<file path="config.mk">
export PLATFORM = sky130hd
export DESIGN_NAME = fc_layer5
export DESIGN_NICKNAME = d
export VERILOG_FILES = /design/src/rtl/lenet5_pkg.sv /design/src/rtl/fc_layer5_if.sv /design/src/rtl/fc_layer5_mac.sv /design/src/rtl/fc_layer5.sv
export SDC_FILE = /design/constraint.sdc
export NUM_CORES = 1
export LEC_CHECK = 0
export BUFFER_PORTS_ARGS = -buffer_cell sky130_fd_sc_hd__clkbuf_2
export CAP_MARGIN = 40
export CORE_MARGIN = 3
export CORE_UTILIZATION = 57
export DETAILED_ROUTE_END_ITERATION = 10
export GPL_TIMING_DRIVEN = 0
export PLACE_DENSITY_LB_ADDON = 0.12
export SETUP_SLACK_MARGIN = 0.5
export SLEW_MARGIN = 20
export SYNTH_ARGS = -nofsm -noshare
export SYNTH_HDL_FRONTEND = slang
export SYNTH_SLANG_ARGS = --single-unit
</file>
<file path="constraint.sdc">
create_clock -name clk -period 6.1 [get_ports clk]
set_input_delay 1.525 -clock clk [delete_from_list [all_inputs] [get_ports clk]]
set_output_delay 1.525 -clock clk [all_outputs]
set_load 0.005 [all_outputs]
</file>
<file path="src/rtl/lenet5_pkg.sv">
// rtl/lenet5_pkg.sv - shared fixed-point format, layer sizes and FSM state type
package lenet5_pkg;

    localparam int DATA_WIDTH   = 12;
    localparam int FRAC_BITS    = 6;
    localparam int ACC_WIDTH    = 32;
    localparam int N_IN         = 400;
    localparam int N_OUT        = 120;
    localparam int DRAIN_CYCLES = 3;

    typedef enum logic [2:0] {
        S_IDLE,
        S_ISSUE,
        S_DRAIN,
        S_WRITE,
        S_DONE
    } fc_state_e;

endpackage

</file>
<file path="src/rtl/fc_layer5_if.sv">
// rtl/fc_layer5_if.sv - feature/weight/bias read bus and result write bus
interface fc_layer5_if #(
    parameter int DATA_WIDTH = lenet5_pkg::DATA_WIDTH
);

    logic [8:0]            L4_read_addr;
    logic [DATA_WIDTH-1:0] L4_dout;
    logic [15:0]           W_read_addr;
    logic [DATA_WIDTH-1:0] W_dout;
    logic [6:0]            B_read_addr;
    logic [DATA_WIDTH-1:0] B_dout;
    logic [6:0]            L5_write_addr;
    logic                  L5_wea;
    logic [DATA_WIDTH-1:0] L5_din;

    modport master (
        output L4_read_addr, W_read_addr, B_read_addr, L5_write_addr, L5_wea, L5_din,
        input  L4_dout, W_dout, B_dout
    );

    modport slave (
        input  L4_read_addr, W_read_addr, B_read_addr, L5_write_addr, L5_wea, L5_din,
        output L4_dout, W_dout, B_dout
    );

    modport mac (
        input  L4_dout, W_dout, B_dout, L5_wea,
        output L5_din
    );

endinterface

</file>
<file path="src/rtl/fc_layer5_mac.sv">
// rtl/fc_layer5_mac.sv - fc_mac: product register, accumulator and shift/bias/ReLU/saturate
module fc_mac #(
    parameter int DATA_WIDTH = lenet5_pkg::DATA_WIDTH,
    parameter int FRAC_BITS  = lenet5_pkg::FRAC_BITS,
    parameter int ACC_WIDTH  = lenet5_pkg::ACC_WIDTH
) (
    input  logic        clk,
    input  logic        rst_n,
    input  logic        issue,
    input  logic        clear,
    fc_layer5_if.mac    bus
);

    localparam int PW = 2 * DATA_WIDTH;
    localparam int SW = ACC_WIDTH + 1;
    localparam logic [SW-1:0] SAT_MAX = SW'((1 << (DATA_WIDTH - 1)) - 1);

    logic                        data_vld;
    logic                        prod_vld;
    logic signed [PW-1:0]        prod;
    logic signed [ACC_WIDTH-1:0] acc;
    logic signed [ACC_WIDTH-1:0] acc_shift;
    logic [SW-1:0]               sum;
    logic [DATA_WIDTH-1:0]       result;

    // Memory data arrives one cycle after issue; product and accumulate follow one cycle each.
    always_ff @(posedge clk or negedge rst_n) begin
        if (!rst_n) begin
            data_vld <= 1'b0;
            prod_vld <= 1'b0;
            prod     <= '0;
            acc      <= '0;
        end else begin
            data_vld <= issue;
            prod_vld <= data_vld;
            if (data_vld) begin
                prod <= $signed(bus.L4_dout) * $signed(bus.W_dout);
            end
            if (clear) begin
                acc <= '0;
            end else if (prod_vld) begin
                acc <= acc + {{(ACC_WIDTH - PW){prod[PW-1]}}, prod};
            end
        end
    end

    assign acc_shift = acc >>> FRAC_BITS;
    assign sum = {acc_shift[ACC_WIDTH-1], acc_shift}
               + {{(SW - DATA_WIDTH){bus.B_dout[DATA_WIDTH-1]}}, bus.B_dout};

    always_comb begin
        result = sum[DATA_WIDTH-1:0];
        if (sum[SW-1]) begin
            result = '0;
        end else if (sum > SAT_MAX) begin
            result = SAT_MAX[DATA_WIDTH-1:0];
        end
    end

    assign bus.L5_din = bus.L5_wea ? result : '0;

endmodule

</file>
<file path="src/rtl/fc_layer5.sv">
// rtl/fc_layer5.sv - fully connected layer controller: streams features x weights per neuron
module fc_layer5 #(
    parameter int DATA_WIDTH = lenet5_pkg::DATA_WIDTH,
    parameter int FRAC_BITS  = lenet5_pkg::FRAC_BITS,
    parameter int N_IN       = lenet5_pkg::N_IN,
    parameter int N_OUT      = lenet5_pkg::N_OUT,
    parameter int ACC_WIDTH  = lenet5_pkg::ACC_WIDTH
) (
    input  logic                  clk,
    input  logic                  rst_n,
    input  logic                  start,
    output logic [8:0]            L4_read_addr,
    input  logic [DATA_WIDTH-1:0] L4_dout,
    output logic [15:0]           W_read_addr,
    input  logic [DATA_WIDTH-1:0] W_dout,
    output logic [6:0]            B_read_addr,
    input  logic [DATA_WIDTH-1:0] B_dout,
    output logic [6:0]            L5_write_addr,
    output logic                  L5_wea,
    output logic [DATA_WIDTH-1:0] L5_din,
    output logic                  busy,
    output logic                  done
);

    import lenet5_pkg::*;

    localparam logic [8:0] IDX_LAST    = 9'(N_IN - 1);
    localparam logic [6:0] NEURON_LAST = 7'(N_OUT - 1);
    localparam logic [1:0] DRAIN_LAST  = 2'(DRAIN_CYCLES - 1);

    fc_state_e   state, state_nxt;
    logic [8:0]  idx;
    logic [15:0] w_addr;
    logic [6:0]  neuron;
    logic [1:0]  dcnt;
    logic        issue;
    logic        acc_clear;

    fc_layer5_if #(.DATA_WIDTH(DATA_WIDTH)) mem_bus ();

    // w_addr runs continuously across neurons, so it tracks neuron*N_IN+idx without a multiplier.
    always_ff @(posedge clk or negedge rst_n) begin
        if (!rst_n) begin
            state  <= S_IDLE;
            idx    <= '0;
            w_addr <= '0;
            neuron <= '0;
            dcnt   <= '0;
        end else begin
            state <= state_nxt;
            case (state)
                S_IDLE: begin
                    if (start) begin
                        idx    <= '0;
                        w_addr <= '0;
                        neuron <= '0;
                        dcnt   <= '0;
                    end
                end
                S_ISSUE: begin
                    w_addr <= w_addr + 16'd1;
                    dcnt   <= '0;
                    idx    <= (idx == IDX_LAST) ? 9'd0 : idx + 9'd1;
                end
                S_DRAIN: dcnt <= dcnt + 2'd1;
                S_WRITE: begin
                    if (neuron != NEURON_LAST) begin
                        neuron <= neuron + 7'd1;
                    end
                end
                default: ;
            endcase
        end
    end

    always_comb begin
        state_nxt = state;
        case (state)
            S_IDLE:  if (start) state_nxt = S_ISSUE;
            S_ISSUE: if (idx == IDX_LAST) state_nxt = S_DRAIN;
            S_DRAIN: if (dcnt == DRAIN_LAST) state_nxt = S_WRITE;
            S_WRITE: state_nxt = (neuron == NEURON_LAST) ? S_DONE : S_ISSUE;
            S_DONE:  state_nxt = S_IDLE;
            default: state_nxt = S_IDLE;
        endcase
    end

    assign issue     = (state == S_ISSUE);
    assign acc_clear = issue && (idx == 9'd0);
    assign busy      = (state == S_ISSUE) || (state == S_DRAIN) || (state == S_WRITE);
    assign done      = (state == S_DONE);

    assign mem_bus.L4_dout       = L4_dout;
    assign mem_bus.W_dout        = W_dout;
    assign mem_bus.B_dout        = B_dout;
    assign mem_bus.L4_read_addr  = idx;
    assign mem_bus.W_read_addr   = w_addr;
    assign mem_bus.B_read_addr   = neuron;
    assign mem_bus.L5_write_addr = neuron;
    assign mem_bus.L5_wea        = (state == S_WRITE);

    assign L4_read_addr  = mem_bus.L4_read_addr;
    assign W_read_addr   = mem_bus.W_read_addr;
    assign B_read_addr   = mem_bus.B_read_addr;
    assign L5_write_addr = mem_bus.L5_write_addr;
    assign L5_wea        = mem_bus.L5_wea;
    assign L5_din        = mem_bus.L5_din;

    fc_mac #(
        .DATA_WIDTH (DATA_WIDTH),
        .FRAC_BITS  (FRAC_BITS),
        .ACC_WIDTH  (ACC_WIDTH)
    ) u_mac (
        .clk   (clk),
        .rst_n (rst_n),
        .issue (issue),
        .clear (acc_clear),
        .bus   (mem_bus)
    );

endmodule

</file>
# Yosys cells after proc, flatten, opt, wreduce, memory -nomap -nowiden
# Cells that the tools add are included.
# W data, S select, Z words.
[classes]
multipliers = 1
addsub = 6
muxes = 20
n_reduce_logical = 13
eq_ne = 12
magnitude_cmp = 1
[op_table]
columns = ["op", "count"]
rows = [
  ["$mux W32", 2],
  ["$mux W12", 3],
  ["$gt A33 B11 Y1 const B", 1],
  ["$add A32 B32 Y32", 1],
  ["$pmux W16 S2", 1],
  ["$add A26 B12 Y27", 1],
  ["$mul A12 B12 Y24", 1],
  ["$mux W9", 2],
  ["$pmux W9 S2", 1],
  ["$add A16 B1 Y16 const B", 1],
  ["$mux W16", 1],
  ["$mux W7", 2],
  ["$pmux W7 S2", 1],
  ["$mux W3", 4],
  ["$pmux W3 S4", 1],
  ["$add A9 B1 Y9 const B", 1],
  ["$eq A9 B9 Y1 const B", 1],
  ["$logic_not A9 Y1", 1],
  ["$add A7 B1 Y7 const B", 1],
  ["$eq A7 B7 Y1 const B", 1],
  ["$ne A7 B7 Y1 const B", 1],
  ["$eq A3 B2 Y1 const B", 2],
  ["$ne A2 B2 Y1 const B", 3],
  ["$pmux W2 S3", 1],
  ["13 further kinds", 18],
]
[word_totals]
in_bits = 39
word_cells = 62
out_inout_bits = 54
reg_bits = 95

# Longest topological paths before layout
# Gate-level depths: netlist of the first run.
[logic_depth]
depth_word = 5
ltp_mapped = 23
mapped_depth_nobuf = 22

# Hierarchy
# From an unflattened synthesis of the first run, not the netlist that was laid out.
[hier_totals]
cells_unflattened = 1406
area_unflattened_um2 = 12562.0
[modules_own_cells]
columns = ["mod", "instances", "cells_per_inst", "seq_area_each_um2", "area_per_inst_um2"]
rows = [
  ["fc_mac", 1, 1192, 1451.4, 10552.6],
  ["fc_layer5", 1, 214, 925.9, 2009.4],
]

# Least setup slack after synthesis of the first run
# No wires, ideal clock.
[synth_timing]
path_kind = "in2reg"
startpoint = "in W_dout[5]"
endpoint = "reg u_mac.prod[20]"
setup_ns = 0.125
n_path_buf = 1
path_stages = 21
arrival_time_ns = 6.429
setup_slack_ns = -0.454
path_cell_list = "clkbuf_1 nand2_1 fa_1 inv_1 fa_1 inv_1 fa_1 inv_1 fa_1 inv_1 fa_1 inv_1 ha_1 or2_2 a21oi_1 a211oi_1 o31a_1 a21oi_1 nor2b_1 xnor2_1 mux2_2"
[synth_via]
elab_chain_cells = 1
[synth_lines]
columns = ["item", "line_no", "rtl"]
rows = [
  ["start: declaration", "fc_layer5.sv:15", "input logic [DATA_WIDTH-1:0] W_dout,"],
  ["$mul A12 B12 Y24", "fc_layer5_mac.sv:37", "prod <= $signed(bus.L4_dout) * $signed(bus.W_dout);"],
  ["end signal: assignment", "fc_layer5_mac.sv:37", ""],
  ["end: declaration", "fc_layer5_mac.sv:20", "logic signed [PW-1:0] prod;"],
]
# Every way passes these cells.
# A chain may end at the register's enable or synchronous reset.

# Worst setup path in the final report of the first run
[layout_timing]
startpoint = "in B_dout[0]"
endpoint = "out L5_din[10]"
[layout_via]
elab_chain_cells = 5
[layout_lines]
columns = ["item", "line_no", "rtl"]
rows = [
  ["start: declaration", "fc_layer5.sv:17", "input logic [DATA_WIDTH-1:0] B_dout,"],
  ["$add A26 B12 Y27 *", "fc_layer5_mac.sv:49", "+ {{(SW - DATA_WIDTH){bus.B_dout[DATA_WIDTH-1]}}, bus.B_dout};"],
  ["$gt A33 B11 Y1", "fc_layer5_mac.sv:55", "end else if (sum > SAT_MAX) begin"],
  ["$mux W12", "fc_layer5_mac.sv:55", ""],
  ["$mux W12 *", "fc_layer5_mac.sv:53", "if (sum[SW-1]) begin"],
  ["$mux W12 *", "fc_layer5_mac.sv:60", "assign bus.L5_din = bus.L5_wea ? result : '0;"],
  ["end: declaration", "fc_layer5.sv:20", "output logic [DATA_WIDTH-1:0] L5_din,"],
]
# Every way passes the cells marked *; elsewhere a longest branch is shown, timed or not.

==> impl_metrics.json, run 1 <==
{
  "synth_edf_count": 0,
  "ioPinCount": 93,
  "route.met2.wl_um": 15180,
  "drc": 0,
  "grt_max_degree": 79,
  "synth_cells": 1414,
  "postCtsHoldBufs": 0,
  "numPortBuffers": 91,
  "internal_power_mw": 5.276,
  "diodes": 0,
  "ant_nets": 0,
  "drive_gt1_frac": 0.2447,
  "fmax_mhz": 159.7,
  "timing.rr.start": "u_mac.acc[0]",
  "routed.top_layer": "met4",
  "nFillCells": 1555,
  "r2r_slack_ns": 2.58,
  "p_sw_mw": 4.808,
  "gr-total-overflow": 0,
  "critPathLaunchType": "primary input",
  "final_common_cell": "inv_1",
  "hold_path_class": "reg2reg",
  "yosysSeqAreaShare": 0.1908,
  "synthTopCellsByArea": "fa_1 (22%), dfrtp_1 (19%), ha_1 (11%)",
  "rows": 53,
  "final_nets": 1877,
  "cp-end-kind": "output pin",
  "reg2regPathDepth": 12,
  "die_w_um": 153.9,
  "period_needed_ns": 6.262,
  "setup_violations": 11,
  "seqPwrFrac": 0.114,
  "core-area_um2": 21220,
  "finalHoldViolations": 0,
  "ys_ff_latch": 95,
  "yosysTopAreaCell": "fa_1",
  "synth_warnings": 0,
  "drt-pass1-iter-count": 4,
  "yosysUniqueCellTypes": 75,
  "sw_frac_of_total": 0.4768,
  "cts_buffers": 9,
  "drtIter0Drc": 419,
  "violations": "negative setup slack",
  "finalSetupTns_ns": -1.363,
  "clock-sinks": 95,
  "path_clk_slew_ns": 0.07,
  "hold_path_end": "u_mac.prod_vld",
  "worstMarginPinSlew_ns": 0.7807,
  "grt_pass1_wl_um": 50220,
  "reg2reg_to": "u_mac.acc[30]",
  "wl_met3_um": 1667,
  "syn2layout_area_growth_pct": 23.80,
  "pre_cts_ws_ns": -0.5191,
  "synth_fp_nets": 1706,
  "max-cap-violations": 0,
  "root_buffer": "clkbuf_16",
  "hold_depth": 0,
  "crit_fanout": 5,
  "gp_congestion": 0.8900,
  "die_area_um2": 23670,
  "start_util": 0.5872,
  "synth_top_area_frac": 0.2249,
  "hold_slack_ns": 0.3811,
  "cp.arrival_ns": 4.74,
  "comb_power_share": 0.826,
  "critPathKind": "in2out",
  "final_max_slew_viol_count": 0,
  "clk_latency_ns": 0.37,
  "layout_common_cells": "inv_1 (191), nand2_1 (127), fa_1 (127)",
  "cts_buffer_depth": 2,
  "cellPowerDensity_nw_per_um2": 653.7,
  "cts_tree": "yes",
  "htree_num_levels": 3,
  "rsz0062_at_grt": "yes",
  "grtUsageTotal": 0.2557,
  "die_y_um": 153.9,
  "synth-main-ff-cell": "dfrtp_1",
  "avgSynthCellArea_um2": 8.812,
  "min_from": "u_mac.data_vld",
  "synthArstFlopShare": 1.000,
  "netlist_area_um2": 12460,
  "layout_setup_ws_ns": -0.1624,
  "hpwl_um": 22380,
  "grt_pass1_vias": 10400,
  "drt-met1-wl_um": 13180,
  "p_leak_nw": 7.481,
  "cp.required_ns": 4.58,
  "fin_skew_ns": 0.01606,
  "slew_headroom": 0.4795,
  "peakVddDrop_v": 0.0006430,
  "antenna_found_initial": 0,
  "wl_um": 30640,
  "status": "finished, violations left",
  "via_count": 10570,
  "power_frac_clock": 0.060,
  "period_share": 1.027,
  "via_per_inst": 5.667,
  "wl_per_cell_um": 16.43
}
-- stage by stage --
step | instances | utilization | total power, mW | area (µm²)
floorplan | 1414 | - | 6.593 | 12850
global placement | 1780 | 0.6432 | 7.764 | 13650
detailed placement | 1781 | 0.6449 | 7.941 | 13690
CTS | 1846 | 0.7061 | 9.376 | 14980
global route | 1865 | 0.7269 | 11.08 | 15430
finish | 1865 | 0.7269 | 10.08 | 15430
-- synth_stat cells, drive strengths merged (3+ instances only) --
cell type	n
o31ai	9
buf	12
or3	7
inv	211
nor3	13
o21bai	8
a21boi	5
clkinv	3
xor2	20
o21a	19
nand2b	19
dfrtp	95
a21o	20
and2	44
nor4	5
clkbuf	40
o311ai	3
nand4	15
a211oi	14
mux2i	31
mux2	19
nor2	100
o22ai	5
nor2b	13
xnor2	48
nor3b	5
nand3	29
a21oi	62
or2	5
ha	113
nand2	153
o21ai	60
fa	140
a31oi	9
and3	7
o211ai	12
-- routing by layer --
layer  vias to the layer above  GRT usage
met1                      5205     0.3518
met2                       287     0.4295
met4                         0    0.05593
li1                       5019          -
met3                        58    0.04250
met5                         -          0
-- power by group through the flow --
stage / Sequential [mW] / Combinational, mW / Clock (mW)
after floorplan: 1.07 / 5.53 / 0
after global placement: 1.15 / 6.61 / 0
after detailed placement: 1.16 / 6.78 / 0
after CTS: 1.15 / 7.61 / 0.617
after global routing: 1.19 / 9.25 / 0.638
final: 1.15 / 8.33 / 0.603
-- registers in the layout, indices dropped and copies added, names as in the netlist --
signal and cells:
W_read_addr 16, dcnt 2, state 3, u_mac.prod_vld 1
u_mac.acc 32, u_mac.prod 24, B_read_addr 7, L4_read_addr 9
u_mac.data_vld 1
-- critical path: stages --
cell	delay, ns
buf_8	0.07
ha_4	0.12
inv_2	0.04
fa_2	0.35
nand2b_4	0.15
a21o_1	0.22
a31oi_4	0.24
o32ai_4	0.13
o31a_2	0.34
xnor2_2	0.16
a2111oi_4	0.21
o211ai_1	0.13
or4_4	0.60
buf_6	0.16
o21a_1	0.18
clkbuf_2	0.11
-- worst max path at each step --
stage / start / to / slack (ns) / cells after the start
floorplan: L4_dout[5] / u_mac.prod[20] / 0.13 / 21
global placement: W_dout[11] / u_mac.prod[20] / -0.49 / 18
detailed placement: W_dout[11] / u_mac.prod[20] / -0.52 / 18
CTS: B_dout[0] / L5_din[10] / -0.12 / 16
global route: B_dout[0] / L5_din[10] / -0.26 / 16
finish: B_dout[0] / L5_din[10] / -0.16 / 16
-- timing repair --
item                       CTS  global route
buffers inserted            40            17
hold endpoints to repair     0             0
setup endpoints to repair   23            23
gates resized for setup    129            89
pin swaps                   83            67
gates cloned                 9             1
-- logic make-up (layout without fill, tap and decap cells) --
group | count (synthesis) | after routing | synth area share
compound gates | 257 | 257 | 0.1360
xor+xnor | 68 | 68 | 0.04780
fa+ha+maj | 253 | 253 | 0.3384
buf+inv | 266 | 442 | 0.08324
flops | 95 | 95 | 0.1908
mux | 50 | 50 | 0.04207
other cells | 1 | 1 | 0.0003009
simple gates | 424 | 424 | 0.1615
-- layout make-up --
| cell class | instances | area, µm² | area share |
|---|---|---|---|
| clock inverters | 7 | 86.33 | 0.005597 |
| well taps | 275 | 344.1 | 0.02231 |
| flip-flops and latches | 95 | 2377 | 0.1541 |
| inverters | 214 | 808.3 | 0.05240 |
| plain buffers | 52 | 538.0 | 0.03488 |
| repair buffers | 160 | 1271 | 0.08241 |
| clock buffers | 9 | 225.2 | 0.01460 |
| multi-input cells | 1053 | 9776 | 0.6337 |
(Power assumes the default switching activity.)
==> run 2: changes to the inputs <==
ABC_AREA = 1   (was default)
PLACE_DENSITY = 0.83   (was default)
PLACE_DENSITY_LB_ADDON = default   (was 0.12)
==> run 2 against run 1 <==
The run now ends clean. Worst setup slack gained 0.27 ns. Critical endpoint is now u_mac.prod[19]. Wire length is 37% higher. Count of clock-buffer cells in the layout is the same. Clock skew down 0.0083 ns. Flip-flop and latch count did not move. Non-clock buffer count rose by 3. Via count rose by 26%. First-iteration DRC count increased to 2.6 times the previous value. Core utilization is 0.22 points lower. Global-route usage grew 4.5 points.
==> impl_metrics.json, run 2 <==
{
  "die_area_um2": 25560,
  "cp.required_ns": 6.40,
  "largest_reg_flops": 32,
  "via_per_inst": 5.562,
  "syn2layout_area_growth_pct": 23.44,
  "ant_nets": 0,
  "clock-sinks": 95,
  "path_clk_slew_ns": 0.07,
  "cts_tree": "yes",
  "gr-total-overflow": 0,
  "cp_slowest_stage_delay_ns": 0.59,
  "synth_cells": 1904,
  "grt_pass1_wl_um": 63310,
  "ioPinCount": 93,
  "setup_violations": 0,
  "synthArstFlopShare": 1.000,
  "cp-end-kind": "flip-flop",
  "yosysTopAreaCell": "fa_1",
  "worstMarginPinSlew_ns": 0.7477,
  "fin_skew_ns": 0.007711,
  "layout_common_cells": "nand2_1 (514), inv_1 (374), fa_1 (125)",
  "cp.depth": 20,
  "drt-pass1-iter-count": 7,
  "cts_buffer_depth": 2,
  "crit_chain": "clkbuf_2 > inv_2 > clkbuf_4 > or2_2 > fa_1 > fa_1 > fa_1 > fa_1 > fa_1 > inv_1 > ha_4 > nand2_2 > nor2_4 > nand2_2 > o211ai_1 > nand2_1 > o21bai_1 > or2_4 > nand3_1 > nand2_1",
  "period_needed_ns": 5.995,
  "gp_congestion": 0.9696,
  "yosysMostFrequentCell": "nand2_1",
  "cp.arrival_ns": 6.29,
  "postCtsHoldBufs": 0,
  "yosysUniqueCellTypes": 48,
  "synth_top_area_frac": 0.2077,
  "numPortBuffers": 91,
  "hold_path_class": "reg2reg",
  "reg2regPathDepth": 11,
  "period_share": 0.9829,
  "netlist_area_um2": 13500,
  "rows": 55,
  "wl_per_cell_um": 17.50,
  "drive_gt1_frac": 0.1920,
  "fmax_mhz": 166.8,
  "rsz0062_at_grt": "yes",
  "synth_fp_nets": 2196,
  "ys_ff_latch": 95,
  "final_max_slew_viol_count": 0,
  "cts_buffers": 9,
  "die_w_um": 159.9,
  "yosysSeqAreaShare": 0.1762,
  "final_area_um2": 16660,
  "die_y_um": 159.9,
  "grt_pass1_vias": 13010,
  "finalSetupTns_ns": 0,
  "path_delay_family": "adder cells",
  "grtUsageTotal": 0.3009,
  "wl_um": 42020,
  "synthTopCellsByArea": "fa_1 (21%), dfrtp_1 (18%), nand2_1 (15%)",
  "grt_max_degree": 62,
  "synth-main-ff-cell": "dfrtp_1",
  "start_util": 0.5872,
  "final_nets": 2375,
  "via_count": 13360,
  "drtIter0Drc": 1074,
  "diodes": 0,
  "crit_fanout": 5,
  "cp_slowest_cell": "fa_1",
  "finalHoldViolations": 0,
  "hpwl_um": 29940,
  "regMostFlops": "u_mac.acc",
  "max-cap-violations": 0,
  "avgSynthCellArea_um2": 7.088,
  "synth_edf_count": 0,
  "dpl-instance-area_um2": 14800,
  "status": "completed",
  "worstPathBufferInverterCount": 4,
  "antenna_found_initial": 0,
  "synth_warnings": 0,
  "drc": 0,
  "synth_common_cells": "nand2_1 (544), inv_1 (402), fa_1 (140)",
  "clk_latency_ns": 0.36,
  "core-area_um2": 22980,
  "hold_depth": 1,
  "htree_num_levels": 3,
  "slew_headroom": 0.5015,
  "final_common_cell": "nand2_1",
  "critPathKind": "in2reg",
  "cpMostUsedCell": "fa_1",
  "root_buffer": "clkbuf_16",
  "critPathLaunchType": "primary input"
}
-- run 2: logic make-up after synthesis --
group           Yosys count  share of synthesized area
simple gates            825                     0.2551
buf+inv                 450                     0.1283
fa+ha+maj               253                     0.3124
compound gates          237                    0.09920
flops                    95                     0.1762
xor+xnor                 39                    0.02531
mux                       4                   0.003152
other cells               1                  0.0002779
-- run 2: final cells by class --
| class | count | area, µm² |
|---|---|---|
| multi-input combinational | 1359 | 10300 |
| clock buffer | 9 | 225.2 |
| inverter | 403 | 1520 |
| clock inverter | 7 | 62.56 |
| fill | 1754 | 6326 |
| tap | 313 | 391.6 |
| timing repair buffer | 168 | 1285 |
| sequential | 95 | 2377 |
| buffer | 47 | 496.7 |
-- run 2: worst reg2reg max path, stage by stage (launching register included) --
cell and delay [ns]:
dfrtp_1 0.40, ha_1 0.24, fa_1 0.43, nand2_1 0.12, o21a_1 0.18, inv_1 0.07
a21oi_1 0.28, o21ai_0 0.25, nand3_1 0.14, nand2_1 0.07, o21ai_0 0.20, nand2_1 0.07
-- run 2: repair_timing --
action                                  in CTS  in global routing
pin swaps                                   55                 82
resized for setup                           93                143
buffers inserted                            39                 34
endpoints found under the hold margin        0                  0
gates cloned                                 2                  1
endpoints found under the setup margin      22                 26
-- run 2: worst paths after layout --
check / from / endpoint / slack, ns
setup reg to reg: u_mac.acc[0] / u_mac.acc[28] / 3.54
setup / recovery: W_dout[11] / u_mac.prod[19] / 0.10
hold / removal: W_read_addr[15] / W_read_addr[15] / 0.49
max in group asynchronous: rst_n / B_read_addr[0] / 4.43
hold reg to reg: W_read_addr[15] / W_read_addr[15] / 0.49
min in group asynchronous: rst_n / u_mac.acc[29] / 1.07
-- run 2: per-layer routing --
metal  vias to the layer above  track usage  share of wire
met3                       192      0.03346          0.059
met2                       628       0.5538           0.51
met1                      6266       0.3606           0.37
met4                         0       0.1164          0.056
li1                       6269            -              -
met5                         -            0              0
-- run 2: through the flow --
step           setup WS, ns  hold WS [ns]  instances  utilization
3_5_place_dp        -0.3932        0.4800       2309       0.6439
6_report             0.1045        0.4931       2401       0.7248
4_1_cts              0.3308        0.4917       2366       0.6903
3_3_place_gp        -0.2708        0.4636       2308       0.6423
2_1_floorplan        0.2557        0.4459       1904            -
5_1_grt            -0.01067        0.5101       2401       0.7248
Power of run 2 is not shown: default switching activity piles up to over one toggle a cycle in this logic, so the estimate is an artifact.
==> run 3: changes to the inputs <==
CORE_UTILIZATION = 30   (was 57)
CTS_CLUSTER_SIZE = 10   (was default)
PLACE_DENSITY = 0.51   (was 0.83)
==> run 3 against run 2 <==
Wire length is 9.1% lower. Worst setup slack better by 0.20 ns. Register-to-register slack improved by 0.05 ns. Critical path depth fell by 1. Non-clock buffer count shrank 6. Flip-flop and latch count is the same. Maximum frequency is 3.4% higher. Count of clock-buffer cells in the layout grew 3. Die area is 86% higher. Cell count grew 11%. Highest routed layer unchanged. Sequential share of layout area fell by 0.17 points. Hold slack improved by 0.0011 ns.
==> impl_metrics.json, run 3 (same netlist as run 2, synthesis figures left out) <==
{
  "status": "completed",
  "via_count": 12370,
  "final_common_cell": "nand2_1",
  "core-area_um2": 44320,
  "gp_congestion": 0.8775,
  "cp.depth": 19,
  "hpwl_um": 30970,
  "worstPathBufferInverterCount": 6,
  "cp-end-kind": "flip-flop",
  "grt_max_degree": 72,
  "die_area_um2": 47570,
  "period_needed_ns": 5.798,
  "dp_cells": 2588,
  "instances_no_fill": 2674,
  "grtUsageTotal": 0.1588,
  "critPathLaunchType": "primary input",
  "path_delay_family": "adder cells",
  "critPathKind": "in2reg",
  "numPortBuffers": 91,
  "slew_headroom": 0.5364,
  "max-cap-violations": 0,
  "postCtsHoldBufs": 0,
  "path_clk_slew_ns": 0.07,
  "diodes": 0,
  "start_util": 0.3045,
  "final_nets": 2369,
  "finalHoldViolations": 0,
  "drc": 0,
  "root_buffer": "clkbuf_16",
  "cp_slowest_stage_delay_ns": 0.54,
  "crit_chain": "clkbuf_16 > clkbuf_16 > nand2_4 > inv_2 > fa_2 > buf_12 > fa_1 > fa_1 > fa_1 > inv_1 > fa_1 > inv_1 > ha_4 > nand2_4 > nor4_4 > nand4_1 > nand3_1 > nand2_1 > a31oi_1",
  "fin_skew_ns": 0.01225,
  "finalSetupTns_ns": 0,
  "cp.arrival_ns": 6.06,
  "cts_buffer_depth": 2,
  "wl_um": 38210,
  "grt_pass1_wl_um": 61360,
  "nFillCells": 4659,
  "gr-total-overflow": 0,
  "via_per_inst": 4.625,
  "die_y_um": 218.1,
  "pre_cts_ws_ns": -0.2890,
  "r2r_slack_ns": 3.59,
  "final_util": 0.3804,
  "largest_reg_flops": 32,
  "rows": 77,
  "fmax_mhz": 172.5,
  "cp_slowest_cell": "fa_1",
  "die_w_um": 218.1,
  "hold_path_end": "u_mac.prod[7]",
  "reg2reg_to": "u_mac.acc[28]",
  "drtIter0Drc": 842,
  "layout_common_cells": "nand2_1 (517), inv_1 (380), fa_1 (123)",
  "final_max_slew_viol_count": 0,
  "htree_num_levels": 3,
  "regMostFlops": "u_mac.acc",
  "hold_depth": 2,
  "reg2regPathDepth": 12,
  "timing.rr.start": "u_mac.acc[7]",
  "setup_violations": 0,
  "cts_buffers": 9,
  "wl_per_cell_um": 14.29,
  "layout_setup_ws_ns": 0.3015,
  "grt_pass1_vias": 11850,
  "hold_path_class": "reg2reg",
  "cp.required_ns": 6.36,
  "worstMarginPinSlew_ns": 0.6953,
  "cpMostUsedCell": "fa_1",
  "clock-sinks": 95,
  "clk_latency_ns": 0.35,
  "drive_gt1_frac": 0.1816,
  "crit_fanout": 5,
  "antenna_found_initial": 0,
  "cts_tree": "yes",
  "rsz0062_at_grt": "yes",
  "ant_nets": 0,
  "ioPinCount": 93,
  "drt-pass1-iter-count": 6,
  "syn2layout_area_growth_pct": 24.90,
  "period_share": 0.9506,
  "min_from": "u_mac.prod[7]"
}
==> run 3: layout make-up <==
type / instances / area (µm²) / share of cell area
Clock inverter: 4 / 53.80 / 0.003192
Sequential cell: 95 / 2377 / 0.1410
Clock buffer: 12 / 246.5 / 0.01462
Multi-Input combinational cell: 1359 / 10160 / 0.6030
Inverter: 403 / 1520 / 0.09019
Tap cell: 592 / 740.7 / 0.04394
Buffer: 47 / 529.3 / 0.03140
Timing Repair Buffer: 162 / 1224 / 0.07259
==> run 3: worst max path at each step <==
stage	startpoint	to	slack [ns]
after floorplan	L4_dout[11]	u_mac.prod[23]	0.26
after global placement	L4_dout[11]	u_mac.prod[23]	-0.29
after detailed placement	L4_dout[11]	u_mac.prod[23]	-0.29
after CTS	L4_dout[11]	u_mac.prod[23]	0.29
after global routing	W_dout[11]	u_mac.prod[19]	0.13
final	L4_dout[11]	u_mac.prod[22]	0.30
==> run 3: what timing repair did <==
item                       in CTS  in global routing
pin swaps                      49                 66
setup endpoints to repair      23                 24
buffers inserted               46                 21
gates cloned                    2                  1
gates resized for setup       102                 91
==> run 3: routing by layer <==
layer | part of all wire | track usage | up-vias
li1 | - | - | 6246
met1 | 0.48 | 0.2212 | 5876
met2 | 0.48 | 0.2704 | 208
met3 | 0.026 | 0.01112 | 36
met4 | 0.018 | 0.03609 | 0
met5 | 0 | 0 | -
==> run 3: through the flow <==
step / hold WS (ns) / instance area (µm²)
after global placement: 0.4734 / 15110
after global routing: 0.5320 / 16860
after detailed placement: 0.4760 / 15150
after floorplan: 0.4459 / 13920
final: 0.4943 / 16860
after CTS: 0.4930 / 16370
==> run 3: worst min-delay path, cell delays in order, from the launching register on <==
cell and delay (ns):
dfrtp_1 0.35, nand2_1 0.06, nand2_1 0.05
Power of run 3 is left out for the same reason.
